`config.mk`:
```
export PLATFORM = sky130hd
export DESIGN_NAME = hour_units_counter
export DESIGN_NICKNAME = d
export VERILOG_FILES = /design/src/rtl/hour_units_counter.sv
export SDC_FILE = /design/constraint.sdc
export NUM_CORES = 1
export LEC_CHECK = 0
export CAP_MARGIN = 20
export CORE_UTILIZATION = 43
export CTS_CLUSTER_SIZE = 14
export DETAILED_ROUTE_END_ITERATION = 16
export PLACE_DENSITY = 0.64
export RECOVER_POWER = 25
export REMOVE_ABC_BUFFERS = 1
export SYNTH_ARGS = -nofsm -noshare
export SYNTH_HDL_FRONTEND = slang
export SYNTH_SLANG_ARGS = --single-unit
```
`constraint.sdc`:
```
create_clock -name Clk -period 4.6 [get_ports Clk]
set_input_delay 1.38 -clock Clk [delete_from_list [all_inputs] [get_ports Clk]]
set_output_delay 1.38 -clock Clk [all_outputs]
set_load 0.01 [all_outputs]
```
`src/rtl/hour_units_counter.sv`:
```
// BCD units-of-hours digit for a 24 h clock chain, with a manual advance button
// that auto-repeats while held.
module hour_units_counter #(
    parameter int unsigned HOLD_CYCLES   = 16,
    parameter int unsigned REPEAT_CYCLES = 4,
    parameter int unsigned TMR_W         = 8
) (
    input  logic       Clk,
    input  logic       Clr,
    input  logic       Enable,
    input  logic       Up,
    input  logic       LD,
    input  logic [3:0] IN,
    input  logic [1:0] TENS,
    input  logic       BTN,
    output logic [3:0] COUNT,
    output logic       TENS_UP,
    output logic       TENS_CLR_N,
    output logic       DAY_CARRY,
    output logic       LOAD_ERR
);

    localparam int unsigned CNT_W = 4;
    localparam logic [TMR_W-1:0] HOLD_RELOAD   = TMR_W'(HOLD_CYCLES - 1);
    localparam logic [TMR_W-1:0] REPEAT_RELOAD = TMR_W'(REPEAT_CYCLES - 1);

    typedef enum logic [1:0] {
        ST_IDLE   = 2'd0,
        ST_HOLD   = 2'd1,
        ST_REPEAT = 2'd2
    } btn_state_t;

    logic             r_btn_meta;
    logic             r_btn_s;
    btn_state_t       r_state;
    btn_state_t       w_state_nxt;
    logic [TMR_W-1:0] r_timer;
    logic [TMR_W-1:0] w_timer_nxt;
    logic             w_btn_tick;

    logic [CNT_W-1:0] r_count;
    logic             r_tens_up;
    logic             r_tens_clr_n;
    logic             r_day_carry;
    logic             r_load_err;

    logic [CNT_W-1:0] w_count_nxt;
    logic             w_tens_up_nxt;
    logic             w_tens_clr_n_nxt;
    logic             w_day_carry_nxt;
    logic             w_load_err_nxt;

    logic             w_tens_hi;
    logic             w_adv;
    logic             w_load_ok;

    // Two-flop synchronizer for the asynchronous button.
    always_ff @(posedge Clk or negedge Clr) begin
        if (!Clr) begin
            r_btn_meta <= 1'b0;
            r_btn_s    <= 1'b0;
        end else begin
            r_btn_meta <= BTN;
            r_btn_s    <= r_btn_meta;
        end
    end

    // Button FSM state and repeat timer.
    always_ff @(posedge Clk or negedge Clr) begin
        if (!Clr) begin
            r_state <= ST_IDLE;
            r_timer <= '0;
        end else begin
            r_state <= w_state_nxt;
            r_timer <= w_timer_nxt;
        end
    end

    // IDLE is only re-entered with BTN_S low, so BTN_S high in IDLE is a rising edge.
    always_comb begin
        w_state_nxt = r_state;
        w_timer_nxt = r_timer;
        w_btn_tick  = 1'b0;
        case (r_state)
            ST_IDLE: begin
                if (r_btn_s) begin
                    w_btn_tick  = 1'b1;
                    w_timer_nxt = HOLD_RELOAD;
                    w_state_nxt = ST_HOLD;
                end
            end
            ST_HOLD: begin
                if (!r_btn_s) begin
                    w_state_nxt = ST_IDLE;
                end else if (r_timer == '0) begin
                    w_btn_tick  = 1'b1;
                    w_timer_nxt = REPEAT_RELOAD;
                    w_state_nxt = ST_REPEAT;
                end else begin
                    w_timer_nxt = r_timer - TMR_W'(1);
                end
            end
            ST_REPEAT: begin
                if (!r_btn_s) begin
                    w_state_nxt = ST_IDLE;
                end else if (r_timer == '0) begin
                    w_btn_tick  = 1'b1;
                    w_timer_nxt = REPEAT_RELOAD;
                end else begin
                    w_timer_nxt = r_timer - TMR_W'(1);
                end
            end
            default: begin
                w_state_nxt = ST_IDLE;
            end
        endcase
    end

    // A tens digit of 3 behaves like 2: both are in the 20s.
    assign w_tens_hi = (TENS >= 2'd2);
    assign w_adv     = Up | w_btn_tick;
    assign w_load_ok = (IN <= 4'd9) && !(w_tens_hi && (IN > 4'd3));

    // Digit update: load beats advance; pulses default to their idle levels.
    always_comb begin
        w_count_nxt      = r_count;
        w_tens_up_nxt    = 1'b0;
        w_tens_clr_n_nxt = 1'b1;
        w_day_carry_nxt  = 1'b0;
        w_load_err_nxt   = 1'b0;
        if (Enable) begin
            if (LD) begin
                if (w_load_ok) begin
                    w_count_nxt = IN;
                end else begin
                    w_load_err_nxt = 1'b1;
                end
            end else if (w_adv) begin
                if (w_tens_hi && (r_count >= 4'd3)) begin
                    w_count_nxt      = '0;
                    w_tens_clr_n_nxt = 1'b0;
                    w_day_carry_nxt  = Up;
                end else if (r_count >= 4'd9) begin
                    w_count_nxt   = '0;
                    w_tens_up_nxt = 1'b1;
                end else begin
                    w_count_nxt = r_count + CNT_W'(1);
                end
            end
        end
    end

    always_ff @(posedge Clk or negedge Clr) begin
        if (!Clr) begin
            r_count      <= '0;
            r_tens_up    <= 1'b0;
            r_tens_clr_n <= 1'b1;
            r_day_carry  <= 1'b0;
            r_load_err   <= 1'b0;
        end else begin
            r_count      <= w_count_nxt;
            r_tens_up    <= w_tens_up_nxt;
            r_tens_clr_n <= w_tens_clr_n_nxt;
            r_day_carry  <= w_day_carry_nxt;
            r_load_err   <= w_load_err_nxt;
        end
    end

    assign COUNT      = r_count;
    assign TENS_UP    = r_tens_up;
    assign TENS_CLR_N = r_tens_clr_n;
    assign DAY_CARRY  = r_day_carry;
    assign LOAD_ERR   = r_load_err;

endmodule

```
==> flow_metrics.tcl <==
set metrics [dict create \
    cp.arrival_ps 3010 \
    holdWs_ps 375 \
    cts_root_buf "clkbuf_4" \
    ys_warn_count 0 \
    rsz0062_at_grt "no" \
    yosysTopAreaCellShare_pct 39.6 \
    clockBufferDepth 2 \
    io_buffers 18 \
    cts_hold_repair.buffers 0 \
    post-cts-setup-buffers 0 \
    grt_pass1_vias 912 \
    finalCritPeriodShare_pct 61.4 \
    drive_above_1_share_pct 4.55 \
    clkSinkCount 20 \
    ys_top_cells_by_area "dfrtp_1, ha_1, nand2_1, o21ai_0, nor2_1" \
    synth_cell_type_count 37 \
    antenna_found_initial 0 \
    vias 985 \
    grt_pass1_wl_um 4030 \
    critPathCaptureType "register" \
    max-slew-margin-rel_pct 36.1 \
    dpl_worst_slack_ps 1450 \
    async_flop_share_pct 100 \
    synthCells 135 \
    gp_congestion 0.804 \
    drv_cap 0 \
    cts_max_level 1 \
    ios 20 \
    fmax_mhz 354 \
    die_w_um 54.9 \
    tritoncts "built" \
    clk_pin_slew_ps 110 \
    critPathBufInv 1 \
    wl_met1_um 1170 \
    fin_skew_ps 4.47 \
    instances_no_fill 184 \
    yosys.area.top_type "dfrtp_1" \
    antenna_cells 0 \
    ctsResizeCount 0 \
    fin_setup_tns_ps 0 \
    top_layer "met4" \
    globalRouteOverflowTotal 0 \
    ys.flop_type "dfrtp_1" \
    crit_path_max_fanout 13 \
    fin_nets 177 \
    worst_slack_ps 1780 \
    syn_area_per_cell_um2 8.90 \
    fin_crit_ps 2820 \
    start_util_pct 46.8 \
    crit_family "compound AO/OA/AOI/OAI gates" \
    dp.cells 180 \
    viasPerCell 5.35 \
    synth_edf_count 0 \
    wl_per_cell_um 13.2 \
    setup_viol 0 \
    track_usage_pct 19.2 \
    seq_area_frac_synth_pct 41.8 \
    start_kind "input port" \
    coreArea_um2 2570 \
    die_h_um 54.9 \
    die_area_um2 3010 \
    synth.cell_area_um2 1200 \
    numCtsBuffers 3 \
    hold_path_class "reg -> reg" \
    ir_worst_vdd_mv 0.312 \
    crit_chain "clkdlybuf4s50_1 -> o21ai_0 -> o2bb2ai_1 -> nand3_1 -> a221oi_1 -> a21oi_1" \
    yosysMostFrequentCell "nand2_1" \
    hpwlAfterDp_um 1810 \
    drc 0 \
    synth_common_cells "nand2_1, dfrtp_1, o21ai_0" \
    cellPowerDensity_nw_per_um2 446 \
    cpPeakStageDelay_ps 630 \
    num_rows 18 \
    post-route-util_pct 56.4 \
    crit_path_top_delay_cell "clkdlybuf4s50_1" \
    area_delta_synth_final_pct 20.6 \
    leakagePower_nw 0.601 \
    insertion_delay_ps 300 \
    wl_met3_um 134 \
    drt-total-wl_um 2430 \
    worst_pin_slew_ps 948 \
    path_class "in -> reg" \
    hold_viol 0 \
    slew_viol_final 0 \
    grt_max_degree 21 \
    met2WireLength_um 1110 \
    dr.first_iter.drc_count 13 \
    antenna_left 0 \
    outcome "finished, final reports clean" \
    synth_seq_cells 20 \
    cp.required_ps 4790 \
    drt_first_pass_iters 4 \
]
-- layout make-up --
cell class                      count  area [um2]
Timing Repair Buffer               18         180
Multi-Input combinational cell    106         654
Clock inverter                      1        30.0
Clock buffer                        3        22.5
Sequential cell                    20         502
Tap cell                           30        37.5
Inverter                            6        22.5
Fill cell                         259        1120
-- power breakdown --
group / internal, mW / total, mW / switching [mW]
registers: 0.212 / 0.253 / 0.0403
logic: 0.113 / 0.249 / 0.136
clock network: 0.0881 / 0.144 / 0.0563
total: 0.414 / 0.646 / 0.232
-- registers in the layout, summed over array words and instances (netlist names) --
name	flops
r_timer	8
COUNT	4
r_state	2
DAY_CARRY	1
LOAD_ERR	1
TENS_CLR_N	1
TENS_UP	1
r_btn_meta	1
r_btn_s	1
-- routing by layer --
layer,vias up,GRT usage (%)
met1,447,26.4
met3,2,6.11
met5,-,0
met4,0,3.85
li1,514,-
met2,22,29.3
-- kinds of logic (layout without fill, tap and decap cells) --
group / count (synthesis) / in the layout / synth area share (%)
simple gates: 54 / 54 / 22.0
compound gates: 38 / 38 / 19.4
flops: 20 / 20 / 41.8
fa+ha+maj: 10 / 10 / 10.4
buf+inv: 9 / 28 / 2.92
xor+xnor: 2 / 2 / 1.46
mux: 2 / 2 / 2.08
-- final timing paths --
path                       slack (ps)  depth (start not counted)         end        from
setup / recovery                 1780                          6    COUNT[1]          LD
hold / removal                    380                          0     r_btn_s  r_btn_meta
max in group asynchronous        2390                          1  r_timer[3]         Clr
hold reg to reg                   380                          0     r_btn_s  r_btn_meta
min in group asynchronous        1650                          1    LOAD_ERR         Clr
setup reg to reg                 2170                          7    COUNT[0]  r_state[1]
-- worst reg2reg max path, stage by stage (launching register included) --
cell	delay, ps
dfrtp_1	430
inv_1	120
ha_1	340
o21ai_0	760
o21ai_0	190
nand3_1	230
o22ai_1	120
a31oi_1	160
-- metrics by stage --
stage               total power [mW]  area [um2]
floorplan                      0.426        1190
finish                         0.646        1450
global placement               0.509        1410
CTS                            0.660        1460
detailed placement             0.515        1410
global route                   0.700        1450
-- placed cells by master (no fill, tap or decap) --
cell type	synthesis	final
and4_1	1	1
or3_1	1	1
nor4_1	1	1
or4b_1	0	1
and2_1	2	2
dfstp_2	1	1
ha_1	10	10
nand2b_1	3	3
nor3_1	4	4
dfrtp_1	19	19
a31oi_1	2	2
a22oi_1	1	1
nor2_1	13	13
o211ai_1	1	1
o31ai_1	4	4
a32oi_1	1	1
a221oi_1	1	1
nor3b_1	3	3
xnor2_1	2	2
clkdlybuf4s50_1	0	16
bufinv_16	0	1
nand3_1	2	2
o2bb2ai_1	1	1
inv_1	6	6
clkbuf_4	0	3
o21ai_1	2	1
a21oi_1	6	6
nand2_1	20	20
o22ai_1	1	1
mux2_2	0	1
o21a_1	1	1
o21ai_0	14	15
dlygate4sd3_1	0	2
a21o_1	1	1
a2111oi_0	1	1
nor2b_1	2	2
or2_0	0	1
a21oi_2	1	1
mux2i_1	1	1
Power figures use the tool's default switching activity.
==> patch 1, RTL diff (config.mk and constraints unchanged) <==
Change the parameter `TMR_W` from 8 to 6.
--- a/src/rtl/hour_units_counter.sv
+++ b/src/rtl/hour_units_counter.sv
@@ -3,7 +3,7 @@
 module hour_units_counter #(
     parameter int unsigned HOLD_CYCLES   = 16,
     parameter int unsigned REPEAT_CYCLES = 4,
-    parameter int unsigned TMR_W         = 8
+    parameter int unsigned TMR_W         = 6
 ) (
     input  logic       Clk,
     input  logic       Clr,
Behaviour: no difference found for any inputs over 10 cycles, from zero or initial values; that may be too few to reach the edited logic, so the function may still have changed.
==> patch 1 against the original RTL <==
  * Area after synthesis fell by 10%
  * Sequential cell count down 2
  * Final area shrank 9.4%
  * Wire length shrank 11%
  * Largest power group is now combinational logic
  * Global-route usage decreased by 0.40 points
  * Synthesized cell count is 17% lower
  * Setup slack lost 0.11 ns
  * Total power fell by 10%
==> patch 1: results (changes against the original RTL) <==
- Initial antenna violation count: 0 (unchanged)
- Mean area per synthesized cell: 9.61 µm² (+8.0%)
- Combined flip-flop and latch cell area: 452 µm² (-10%)
- Result of the run: completed
- Multi-input logic portion of the cell area: 43.9% (-1.3 points)
- Routed via count divided by cell count: 5.54 (+3.4%)
- Non-clock buffer contribution to total cell area: 13.7% (+1.3 points)
- Final WL: 2160 µm (-11%)
- Worst slew margin: 45.9% (+9.8 points)
- Critical path's top delay family: simple AND/OR/NAND/NOR gates
- Worst slack, placed: 1.35 ns (-0.106 ns)
- HPWL after detailed placement: 1690 µm (-6.8%)
- Leakage: 0.565 nW (-5.9%)
- # fillers: 200 (-23%)
- Non-clock inverter count in the final layout: 9 (+3)
- Drt first-iter violations: 21 (+8)
- Sequential cell count of the final layout: 18 (-10%)
- Placement-stage cell area: 0.00128 mm² (-8.8%)
- Mux contribution to synthesized area: 2.33% (+0.24 points)
- Sequential power: 0.000240 W (-5%)
- Internal power summed over all cells: 0.000363 W (-12%)
- IR Drop Worst-Case VDD: 0.260 mV (-17%)
- Flip-flop and latch share of the layout cell area: 34.4% (-0.21 points)
- Vias: 886 (-10%)
- Multi-input combinational cell count: 83 (-22%)
- Xor and xnor area share after synthesis: 0% (-1.5 points)
- Clock Skew: 0.00249 ns (-0.00198 ns)
- Placer Congestion: 0.795 (-1.2%)
- Minimum hold slack: 0.362 ns (-0.0129 ns)
- Slowest stage delay, CP: 0.51 ns (-0.12 ns)
- Proportion of synthesized chip area in sequential cells: 42.0% (+0.21 points)
- Post-synthesis cell type count: 35 (-5.4%)
- Number of warnings reported in the yosys synthesis log: 0 (unchanged)
- Net load switching power: 0.000219 W (-5.8%)
- Most numerous cell types in the synthesized netlist: dfrtp_1 (17), o21ai_0 (12), ha_1 (10)
- Part of the power in combinational logic: 42.1% (+3.6 points)
- Arrival @ worst endpoint: 3.10 ns (+0.09 ns)
- Compound-gate portion of the synthesized area: 22.4% (+3.1 points)
- Cell types occupying the most area after synthesis: dfrtp_1 (40%), ha_1 (12%), o21ai_0 (5.6%)
- Number of flip-flops under the largest register name: 6 (-2)
- Area fraction of clock buffers and clock inverters: 2.76% (-0.86 points)
- Area overhead of the layout relative to synthesis: 22.0%
- Via count of the first global-routing pass: 842 (-7.7%)
- Largest net degree at the start of global routing: 19 (-9.5%)
- Global-route total usage across every layer: 18.8% (-0.40 points)
- Clkbuf count: 4 (+1)
- FF-to-FF setup slack: 2.38 ns (+0.21 ns)
- Adder-Cell Fraction of Synth Area: 11.6% (+1.2 points)
- Proportion of layout cells with a drive suffix above 1: 6.82% (+2.3 points)
## patch 1: worst max path at each step
| stage | from | to | slack (ns) | cells after the start |
|---|---|---|---|---|
| 2_1_floorplan | IN[2] | COUNT[0]$_DFFE_PN0P_ | 2.05 | 5 |
| 3_3_place_gp | Enable | COUNT[0]$_DFFE_PN0P_ | 1.35 | 6 |
| 3_5_place_dp | Enable | COUNT[0]$_DFFE_PN0P_ | 1.35 | 6 |
| 4_1_cts | Enable | COUNT[0]$_DFFE_PN0P_ | 1.67 | 6 |
| 5_1_grt | Enable | COUNT[1]$_DFFE_PN0P_ | 1.52 | 6 |
| 6_report | Enable | COUNT[0]$_DFFE_PN0P_ | 1.67 | 6 |
## patch 1: metal layers
layer  vias up  routed length, µm  GRT usage (%)
li1        452                  -              -
met1       410               1080           24.9
met2        22                961           28.6
met3         2                100           5.85
met4         0                 16           6.76
met5         -                  0              0
==> patch 2, RTL diff (same settings) <==
Without the edit above. The 3 states of `btn_state_t` get a one-hot encoding in 3 bits.
--- a/src/rtl/hour_units_counter.sv
+++ b/src/rtl/hour_units_counter.sv
@@ -24,10 +24,10 @@
     localparam logic [TMR_W-1:0] HOLD_RELOAD   = TMR_W'(HOLD_CYCLES - 1);
     localparam logic [TMR_W-1:0] REPEAT_RELOAD = TMR_W'(REPEAT_CYCLES - 1);
 
-    typedef enum logic [1:0] {
-        ST_IDLE   = 2'd0,
-        ST_HOLD   = 2'd1,
-        ST_REPEAT = 2'd2
+    typedef enum logic [2:0] {
+        ST_IDLE   = 3'b001,
+        ST_HOLD   = 3'b010,
+        ST_REPEAT = 3'b100
     } btn_state_t;
 
     logic             r_btn_meta;
Formal check against the unedited RTL: no difference found for any inputs over 10 cycles, from zero or initial values; not proved beyond that.
==> patch 2 against the original RTL <==
  * Fmax increased by 2.4%
  * Sequential cell count is 1 higher
  * Area after synthesis fell by 3.5%
  * Setup slack better by 0.066 ns
  * Highest routed layer unchanged
  * Total power fell by 25%
  * Wire length down 6.7%
  * Critical path depth down 5
  * Non-clock buffer count is the same
  * Final area shrank 5.1%
==> patch 2: results (changes against the original RTL) <==
- Number of buffer and inverter instances along the worst setup path: 1 (unchanged)
- Slowest stage delay, CP: 0.59 ns (-0.04 ns)
- Average wire per cell in the routed design: 13.4 µm (+1.6%)
- Most numerous cell types in the synthesized netlist: dfrtp_1 (19), nor2_1 (13), inv_1 (11)
- Worst r2r src: r_timer[4]$_DFFE_PN0P_
- Critical path's top delay family: buffers and inverters
- Global-route wire length before repair: 3840 µm (-4.6%)
- Drt first-iter violations: 16 (+3)
- Clock Skew: 0.00384 ns (-0.000631 ns)
- Total of buffers placed on input and output ports: 18 (unchanged)
- Via count of the first global-routing pass: 870 (-4.6%)
- HPWL after detailed placement: 1750 µm (-3.5%)
- Vias: 907 (-7.9%)
- Largest net degree at the start of global routing: 22 (+4.8%)
- Endpoint of the worst-slack reg-to-reg timing path: r_state[2]$_DFFE_PN0P_
- Cell types occupying the most area after synthesis: dfrtp_1 (41%), ha_1 (5.4%), dfstp_2 (4.5%)
- Global-route total usage across every layer: 18.6% (-0.64 points)
- Leakage: 0.594 nW (-1.1%)
- IR Drop Worst-Case VDD: 0.222 mV (-29%)
- Proportion of synthesized chip area in sequential cells: 45.6% (+3.8 points)
- Worst slack, placed: 1.65 ns (+0.193 ns)
- Placer Congestion: 0.827 (+2.9%)
- Worst slew margin: 39.1% (+3.0 points)
- Crit path to: COUNT[3]
- Post-synthesis cell type count: 35 (-5.4%)
- # fillers: 236 (-8.9%)
- Number of cells traversed by the worst register-to-register path: 5 (-2)
- Max Root-Sink Buffers: 2 (unchanged)
- Peak fanout along the critical path: 8 (-5)
- Result of the run: completed
- Arrival @ worst endpoint: 1.38 ns (-1.63 ns)
- Proportion of layout cells with a drive suffix above 1: 5.04% (+0.49 points)
- Min Clock Period, post-route: 2.76 ns (-0.0661 ns)
-- patch 2: cell types whose count changed after synthesis, moves of 3 or more --
| cell | unedited run | this run |
|---|---|---|
| nand2_1 | 20 | 6 |
| o21ai_0 | 14 | 4 |
| ha_1 | 10 | 5 |
| inv_1 | 6 | 11 |
| nand3_1 | 2 | 6 |
| o31ai_1 | 4 | 0 |
| xor2_1 | 0 | 3 |
-- patch 2: power by group --
group	internal, W	total (W)	switching, W
Clock	0.0000338	0.0000855	0.0000518
Sequential	0.000207	0.000236	0.0000295
Combinational	0.0000822	0.000161	0.0000791
-- patch 2: layer usage --
metal  wire [µm]  global-route usage, %
met3          58                   5.08
met1        1090                   24.8
met2        1100                   29.2
met4          27                   5.26
met5           0                      0
-- patch 2: area by class of cell --
class,count,share of cell area (%)
Clock buffer,4,1.91
Inverter,11,3.00
Multi-Input combinational cell,85,40.9
Sequential cell,21,38.4
Tap cell,30,2.73
Timing Repair Buffer,18,13.1
-- patch 2: worst reg2reg max path, cell delays in order (launching register included) --
cell and delay, ns:
dfrtp_1 0.43, nor4_1 0.48, and3_1 0.34, inv_1 0.10, or2_2 0.30, a21oi_1 0.14
-- patch 2: kinds of logic after synthesis --
group,after synthesis,share of synthesized area (%)
buffers and inverters,13,4.86
adders and majority gates,5,5.40
and+or+nand+nor,47,22.1
muxes,3,2.59
AOI/OAI and AO/OA,26,16.4
xor gates and xnor gates,4,3.02
DFF,21,45.6
-- patch 2: stage by stage --
step | instances | total power [W] | hold slack (ns) | instance area, µm²
detailed placement | 165 | 0.000402 | 0.342 | 1360
global placement | 165 | 0.000397 | 0.348 | 1360
global route | 169 | 0.000523 | 0.393 | 1380
CTS | 169 | 0.000494 | 0.379 | 1390
floorplan | 117 | 0.000329 | 0.331 | 1140
finish | 169 | 0.000483 | 0.376 | 1380
